File: src/rtl/snake_pkg.sv
// Shared types and constants for the tile plotter: FSM states, requester indices, coordinate widths.
// Also holds the arbitration helpers used by plot_arbiter (PLOT_ARB_RR_EN selects round-robin).
package snake_pkg;

  typedef enum logic [1:0] {
    ST_IDLE = 2'd0,
    ST_LOAD = 2'd1,
    ST_DRAW = 2'd2,
    ST_DONE = 2'd3
  } state_t;

  localparam int TILE_LOG2_DEF = 2;
  localparam int NREQ_DEF      = 3;

  localparam int REQ_CLEAR = 0;
  localparam int REQ_SNAKE = 1;
  localparam int REQ_FOOD  = 2;

  localparam int X_W   = 8;
  localparam int Y_W   = 7;
  localparam int COL_W = 3;

  // Clear always wins; snake beats food.
  function automatic logic [NREQ_DEF-1:0] fixed_pick(input logic [NREQ_DEF-1:0] r);
    logic [NREQ_DEF-1:0] w;
    w = '0;
    if (r[REQ_CLEAR])      w[REQ_CLEAR] = 1'b1;
    else if (r[REQ_SNAKE]) w[REQ_SNAKE] = 1'b1;
    else if (r[REQ_FOOD])  w[REQ_FOOD]  = 1'b1;
    return w;
  endfunction

  // Clear always wins; a snake/food tie goes to whichever the pointer favours.
  function automatic logic [NREQ_DEF-1:0] rr_pick(input logic [NREQ_DEF-1:0] r,
                                                  input logic food_first);
    logic [NREQ_DEF-1:0] w;
    w = '0;
    if (r[REQ_CLEAR])                    w[REQ_CLEAR] = 1'b1;
    else if (r[REQ_SNAKE] && r[REQ_FOOD]) begin
      if (food_first) w[REQ_FOOD]  = 1'b1;
      else            w[REQ_SNAKE] = 1'b1;
    end
    else if (r[REQ_SNAKE])               w[REQ_SNAKE] = 1'b1;
    else if (r[REQ_FOOD])                w[REQ_FOOD]  = 1'b1;
    return w;
  endfunction

endpackage

File: src/rtl/tile_scan_counter.sv
// Row-major pixel counter for one square tile; exposes the x/y offset of the current pixel
// and a flag on the last pixel of the tile.
module tile_scan_counter #(
  parameter int TILE_LOG2 = 2
) (
  input  logic                 clk,
  input  logic                 rst,
  input  logic                 clear,
  input  logic                 enable,
  output logic                 last,
  output logic [TILE_LOG2-1:0] off_x,
  output logic [TILE_LOG2-1:0] off_y
);

  logic [2*TILE_LOG2-1:0] cnt;

  always_ff @(posedge clk or negedge rst) begin
    if (!rst)        cnt <= '0;
    else if (clear)  cnt <= '0;
    else if (enable) cnt <= cnt + 1'b1;
  end

  assign last  = &cnt;
  assign off_x = cnt[TILE_LOG2-1:0];
  assign off_y = cnt[2*TILE_LOG2-1:TILE_LOG2];

endmodule

File: src/rtl/plot_arbiter.sv
// Arbitrates tile-draw requests from clear/snake/food and streams each winning tile to the
// framebuffer write port. Define PLOT_ARB_RR_EN to alternate snake and food under contention.
//
// state   | meaning
// IDLE    | no burst; pick a winner when any req is high
// LOAD    | grant held; winner's origin and colour latched, pixel counter cleared
// DRAW    | one pixel plotted per cycle, 2**(2*TILE_LOG2) cycles
// DONE    | done pulse to the owner, grant released
module plot_arbiter
  import snake_pkg::*;
#(
  parameter int TILE_LOG2 = TILE_LOG2_DEF,
  parameter int NREQ      = NREQ_DEF
) (
  input  logic                    clk,
  input  logic                    rst,
  input  logic [NREQ-1:0]         req,
  input  logic [NREQ*X_W-1:0]     req_x,
  input  logic [NREQ*Y_W-1:0]     req_y,
  input  logic [NREQ*COL_W-1:0]   req_colour,
  output logic [NREQ-1:0]         grant,
  output logic [NREQ-1:0]         done,
  output logic [X_W-1:0]          vga_x,
  output logic [Y_W-1:0]          vga_y,
  output logic [COL_W-1:0]        vga_colour,
  output logic                    vga_plot,
  output logic                    busy
);

  state_t            state;
  logic [NREQ-1:0]   win;
  logic [X_W-1:0]    sel_x, x_lat;
  logic [Y_W-1:0]    sel_y, y_lat;
  logic [COL_W-1:0]  sel_col, col_lat;
  logic              cnt_last;
  logic [TILE_LOG2-1:0] off_x, off_y;

`ifdef PLOT_ARB_RR_EN
  logic food_first;

  assign win = rr_pick(req, food_first);

  // Pointer flips away from whichever of snake/food just won.
  always_ff @(posedge clk or negedge rst) begin
    if (!rst) food_first <= 1'b0;
    else if (state == ST_IDLE) begin
      if (win[REQ_SNAKE])     food_first <= 1'b1;
      else if (win[REQ_FOOD]) food_first <= 1'b0;
    end
  end
`else
  assign win = fixed_pick(req);
`endif

  // The owner's slot, selected through the already-registered grant.
  always_comb begin
    sel_x   = '0;
    sel_y   = '0;
    sel_col = '0;
    for (int i = 0; i < NREQ; i++) begin
      if (grant[i]) begin
        sel_x   = req_x[i*X_W +: X_W];
        sel_y   = req_y[i*Y_W +: Y_W];
        sel_col = req_colour[i*COL_W +: COL_W];
      end
    end
  end

  always_ff @(posedge clk or negedge rst) begin
    if (!rst) begin
      state   <= ST_IDLE;
      grant   <= '0;
      done    <= '0;
      busy    <= 1'b0;
      x_lat   <= '0;
      y_lat   <= '0;
      col_lat <= '0;
    end else begin
      done <= '0;
      case (state)
        ST_IDLE: begin
          if (|req) begin
            grant <= win;
            busy  <= 1'b1;
            state <= ST_LOAD;
          end
        end
        ST_LOAD: begin
          x_lat   <= sel_x;
          y_lat   <= sel_y;
          col_lat <= sel_col;
          state   <= ST_DRAW;
        end
        ST_DRAW: begin
          if (cnt_last) begin
            done  <= grant;
            grant <= '0;
            state <= ST_DONE;
          end
        end
        ST_DONE: begin
          busy  <= 1'b0;
          state <= ST_IDLE;
        end
        default: state <= ST_IDLE;
      endcase
    end
  end

  tile_scan_counter #(.TILE_LOG2(TILE_LOG2)) u_scan (
    .clk    (clk),
    .rst    (rst),
    .clear  (state == ST_LOAD),
    .enable (state == ST_DRAW),
    .last   (cnt_last),
    .off_x  (off_x),
    .off_y  (off_y)
  );

  // Address wraps at port width; port is held at zero outside DRAW.
  assign vga_plot   = (state == ST_DRAW);
  assign vga_x      = vga_plot ? x_lat + X_W'(off_x) : '0;
  assign vga_y      = vga_plot ? y_lat + Y_W'(off_y) : '0;
  assign vga_colour = vga_plot ? col_lat : '0;

endmodule

File: config.mk
export PLATFORM = sky130hd
export DESIGN_NAME = plot_arbiter
export DESIGN_NICKNAME = d
export VERILOG_FILES = /design/src/rtl/snake_pkg.sv /design/src/rtl/tile_scan_counter.sv /design/src/rtl/plot_arbiter.sv
export SDC_FILE = /design/constraint.sdc
export NUM_CORES = 1
export LEC_CHECK = 0
export ABC_AREA = 1
export BUFFER_PORTS_ARGS = -buffer_cell sky130_fd_sc_hd__clkbuf_2
export CAP_MARGIN = 15
export CORE_UTILIZATION = 40
export CTS_CLUSTER_DIAMETER = 30
export DETAILED_ROUTE_END_ITERATION = 7
export PLACE_DENSITY = 0.76
export SYNTH_ARGS = -nofsm -noshare
export SYNTH_HDL_FRONTEND = slang
export SYNTH_SLANG_ARGS = --single-unit
File: constraint.sdc
create_clock -name clk -period 2.1 [get_ports clk]
set_input_delay 0.105 -clock clk [delete_from_list [all_inputs] [get_ports clk]]
set_output_delay 0.105 -clock clk [all_outputs]
set_load 0.01 [all_outputs]
==> results.cfg, run 1 <==
[global_routing]
gr-total-overflow = 0
grt_pass1_vias = 2145
antenna_found_initial = 0
grt_max_degree = 36
grt_use_total = 0.204
grt_pass1_wl_um = 9680

[worst_setup_path]
crit_arrival_ps = 1890
worstReg2RegStart = state[0]$_DFFE_PN0P_
r2r_end = u_scan.cnt[3]$_DFFE_PN0P_
r2r_slack_ps = 660
reg2reg_depth = 7
slowest_stage = dfrtp_1
criticalPathCategory = register to output pin
setup.worst_path.start_class = register
max_stage_delay_ps = 420
endpoint_kind = output pin
critical_path.max_fanout = 4
cp_top_family = adder cells
required_ps = 2000
critPathBufInv = 2
crit_chain = ha_1 -> fa_1 -> nand2_2 -> inv_1 -> nor3_1 -> clkbuf_2

[cts]
tritoncts.num_buffers = 5
h-tree-depth = 2
clock-sinks = 31
clkTransAtPathRegs_ps = 60
cts_tree = done
cts_buffer_depth = 2
clock-root-buffer = clkbuf_8
clock_latency_ps = 280

[pwr]
p_seq_frac = 0.304
p_leak_uw = 0.00169
pwr-share-comb = 0.552
p_switching_uw = 1720
power.internal_uw = 1860
vdd_drop_max_mv = 0.588
clkPwrFrac = 0.144
p_sw_frac = 0.480
power_density_nw_per_um2 = 1250

[synthesis]
ys_ff_latch = 31
synth_top_area_frac = 0.335
syn-cell-area_um2 = 2320
syn_nets = 412
yosys_warnings = 0
synth_area_leaders = dfrtp_1, nand2_1, nand3_1
synthCells = 341
synth_cell_types = 24
synth_top_area_cell = dfrtp_1
syn-mean-instance-area_um2 = 6.79
yosysSeqAreaShare = 0.335

[floorplan]
rows = 27
placeableCoreArea_um2 = 5540
dieHeight_um = 78.1
initial_core_util = 0.418
ioPinCount = 85
die_area_um2 = 6100
die_x_um = 78.1

[min_path]
hold-path-endpoint = col_lat[1]$_DFFE_PN0P_
hold_path_depth = 5
hold_path_class = input pin to register
min_from = req_colour[7]

[timing]
slew_headroom = 0.484
finalSetupViolCount = 0
fin_crit_sh = 0.951
hold_viol_final = 0
setup_tns_ps = 0
holdWs_ps = 113
min_period_ps = 2000
tightest_slew_ps = 774
setup_slack_ps = 102
clock.fmax_mhz = 501
drv_slew = 0
fin_skew_ps = 5.01
grt_setup_unrepaired = no

[place]
place_ws_ps = 378
place_hpwl_um = 4630
globalplace.congestion = 0.850
port_buffers = 84
dp.cells = 486

[cells_and_area]
layout_common_cells = nand2_1, clkbuf_2, inv_1
drive_gt1_frac = 0.281
final_util = 0.515
final_common_cell = nand2_1
fin_nets = 494
area_growth_pct = 23.3
multi_input_area_um2 = 1230
fillers = 564
stdcell_count = 496
regArea_um2 = 776
antenna_cells = 0

[run_status]
status = completed

[drt]
ant_nets = 0
wire_per_inst_um = 11.7
drc = 0
drt_iter0_markers = 153
viasPerCell = 4.82
firstDrtPassIters = 4
vias = 2390
drt-total-wl_um = 5810

[run]
max-cap-violations = 0
tightest hold or removal path, cell delays in order:
cell      delay, ps
clkbuf_2         70
inv_1            30
nand2_1          40
nand3_1          70
nand2_1          50
flip-flops by register name (all words and copies together), names as in the netlist:
signal and count:
busy 1, col_lat 3, done 3, grant 3, state 2, u_scan.cnt 4
x_lat 8, y_lat 7
worst max path at each step:
stage / to / slack (ps) / depth (start not counted) / startpoint
after floorplan: vga_x[4] / 570 / 7 / u_scan.cnt[0]$_DFFE_PN0P_
after global placement: vga_y[2] / 420 / 6 / u_scan.cnt[2]$_DFFE_PN0P_
after detailed placement: vga_y[2] / 380 / 6 / u_scan.cnt[2]$_DFFE_PN0P_
after CTS: vga_y[2] / 70 / 6 / u_scan.cnt[2]$_DFFE_PN0P_
after global routing: vga_y[6] / 0.9 / 8 / u_scan.cnt[2]$_DFFE_PN0P_
final: vga_y[2] / 100 / 6 / u_scan.cnt[2]$_DFFE_PN0P_
per-layer routing:
layer,share of wire,track usage,up-vias
met3,0.058,0.0395,8
met1,0.47,0.269,1064
li1,-,-,1230
met4,0.014,0.0630,0
met5,0,0,-
met2,0.46,0.337,88
final cells by class:
class | count | area share
multi-input combinational | 246 | 0.432
sequential | 31 | 0.272
timing repair buffer | 91 | 0.167
inverter | 48 | 0.0631
clock buffer | 8 | 0.0351
tap | 72 | 0.0316
synthesized netlist by cell type (all sizes together):
master,n
nor2,25
a21boi,1
nand3,46
ha,10
dfrtp,31
nand2,118
xor2,1
a21oi,27
inv,48
nand4,3
o21ai,10
fa,2
buf,16
nor3,3
metrics by stage:
stage	total power, µW	instance area, µm²
2_1_floorplan	2560	2320
3_3_place_gp	2980	2740
3_5_place_dp	3050	2740
4_1_cts	3580	2850
5_1_grt	3920	2860
6_report	3580	2860
timing repair:
| action | 4_1_cts | 5_1_grt |
|---|---|---|
| setup buffers | 0 | 1 |
| resized for setup | 0 | 1 |
| endpoints found under the setup margin | 0 | 3 |
| hold buffers | 1 | 0 |
| hold endpoints to repair | 31 | 0 |
power by group through the flow:
stage | clock, µW | combinational (µW) | sequential (µW)
floorplan | 0 | 1560 | 1000
global placement | 0 | 1900 | 1080
detailed placement | 0 | 1950 | 1090
CTS | 525 | 1970 | 1090
global route | 545 | 2240 | 1130
finish | 516 | 1970 | 1090
cells by family (layout without fill, tap and decap cells):
| family | after synthesis | in the layout | share of synthesized area |
|---|---|---|---|
| fa+ha+maj | 12 | 12 | 0.0713 |
| buf+inv | 64 | 147 | 0.133 |
| simple gates | 195 | 195 | 0.359 |
| flops | 31 | 31 | 0.335 |
| xor+xnor | 1 | 1 | 0.00378 |
| compound gates | 38 | 38 | 0.0978 |
Power figures use the tool's default switching activity.
==> run 2: changes to the inputs <==
--- a/config.mk
+++ b/config.mk
@@ -6,12 +6,14 @@
 export NUM_CORES = 1
 export LEC_CHECK = 0
 export ABC_AREA = 1
-export BUFFER_PORTS_ARGS = -buffer_cell sky130_fd_sc_hd__clkbuf_2
+export BUFFER_PORTS_ARGS = -buffer_cell sky130_fd_sc_hd__buf_2
 export CAP_MARGIN = 15
 export CORE_UTILIZATION = 40
 export CTS_CLUSTER_DIAMETER = 30
 export DETAILED_ROUTE_END_ITERATION = 7
 export PLACE_DENSITY = 0.76
+export SKIP_CTS_REPAIR_TIMING = 1
 export SYNTH_ARGS = -nofsm -noshare
 export SYNTH_HDL_FRONTEND = slang
 export SYNTH_SLANG_ARGS = --single-unit
+export TNS_END_PERCENT = 1
==> results.cfg, run 2 (synthesized netlist as in run 1, its figures left out) <==
[run_status]
status = completed

[floorplan]
dieHeight_um = 78.1
placeableCoreArea_um2 = 5540
initial_core_util = 0.418
ioPinCount = 85
rows = 27
die_x_um = 78.1
die_area_um2 = 6100

[min_path]
hold_path_class = input pin to register

[cts]
clock_latency_ps = 280
clock-root-buffer = clkbuf_8
clock-sinks = 31
cts_tree = done
h-tree-depth = 2
clkTransAtPathRegs_ps = 60
cts_buffer_depth = 2
tritoncts.num_buffers = 5

[timing]
hold_viol_final = 0
slew_headroom = 0.531
grt_setup_unrepaired = no
clock.fmax_mhz = 509
tightest_slew_ps = 703
setup_tns_ps = 0
min_period_ps = 1970
finalSetupViolCount = 0
fin_skew_ps = 3.73
setup_slack_ps = 135
fin_crit_sh = 0.936
drv_slew = 0

[worst_setup_path]
cp_top_family = adder cells
max_stage_delay_ps = 430
slowest_stage = dfrtp_1
endpoint_kind = output pin
critical_path.max_fanout = 4
crit_arrival_ps = 1860
required_ps = 2000
crit_chain = ha_1 -> fa_1 -> nand2_1 -> inv_1 -> nor3_1 -> buf_2
setup.worst_path.start_class = register
criticalPathCategory = register to output pin
critPathBufInv = 2

[cells_and_area]
fillers = 576
fin_nets = 493
antenna_cells = 0
reg_top3 = x_lat x8, y_lat x7, u_scan.cnt x4
largest_reg_flops = 8
regMostFlops = x_lat
layout_common_cells = nand2_1, buf_2, inv_1
final_common_cell = nand2_1
multi_input_area_um2 = 1230
area_growth_pct = 22.6
stdcell_count = 495
drive_gt1_frac = 0.274
regArea_um2 = 776

[place]
place_hpwl_um = 4640
globalplace.congestion = 0.935
port_buffers = 84
dp.cells = 486
place_ws_ps = 438

[drt]
viasPerCell = 4.85
ant_nets = 0
drt_iter0_markers = 163
firstDrtPassIters = 5
drc = 0
vias = 2399
drt-total-wl_um = 5960
wire_per_inst_um = 12.0

[pwr]
vdd_drop_max_mv = 0.520
power_density_nw_per_um2 = 1240
p_leak_uw = 0.00169

[global_routing]
grt_pass1_vias = 2231
grt_pass1_wl_um = 10000
antenna_found_initial = 0
gr-total-overflow = 0
grt_max_degree = 32
grt_use_total = 0.210

[run]
max-cap-violations = 0
## run 2: path summary, 6_finish.rpt
path	slack, ps	startpoint	to	cells after the start
max in group asynchronous	1240	rst	u_scan.cnt[3]$_DFFE_PN0P_	2
max	130	u_scan.cnt[2]$_DFFE_PN0P_	vga_y[2]	6
min in group asynchronous	400	rst	x_lat[6]$_DFFE_PN0P_	2
min	130	req_x[19]	x_lat[3]$_DFFE_PN0P_	5
min reg2reg	490	col_lat[0]$_DFFE_PN0P_	col_lat[0]$_DFFE_PN0P_	2
max reg2reg	520	state[0]$_DFFE_PN0P_	grant[1]$_DFFE_PN0P_	7
## run 2: cell type report
cell class / instances / share of cell area
tap: 72 / 0.0317
timing repair buffer: 90 / 0.169
sequential: 31 / 0.273
clock inverter: 1 / 0.00176
multi-input combinational: 246 / 0.434
inverter: 48 / 0.0635
clock buffer: 7 / 0.0269
## run 2: worst min-delay path, delay by kind of cell
kind	cells	cell delay, ps
AND/OR/NAND/NOR	3	160
buffers and inverters	2	110
## run 2: stage by stage
step	utilization	cell area (µm²)	total power, µW	hold slack, ps
after global routing	0.512	2840	3880	150
after global placement	0.496	2750	3000	188
after floorplan	-	2320	2560	-191
after CTS	0.511	2830	3530	-101
final	0.512	2840	3520	133
after detailed placement	0.496	2750	3070	203
## run 2: metal layers
layer | wire length [µm] | vias up | GRT usage
met4 | 118 | 0 | 0.0778
met5 | 0 | - | 0
met3 | 324 | 14 | 0.0395
met2 | 2770 | 75 | 0.343
met1 | 2750 | 1080 | 0.275
li1 | - | 1230 | -
## run 2: power by group
part / internal [µW] / total [µW] / switching, µW
sequential: 820 / 1130 / 313
combinational: 751 / 1950 / 1190
clock: 232 / 443 / 211
total: 1800 / 3520 / 1720
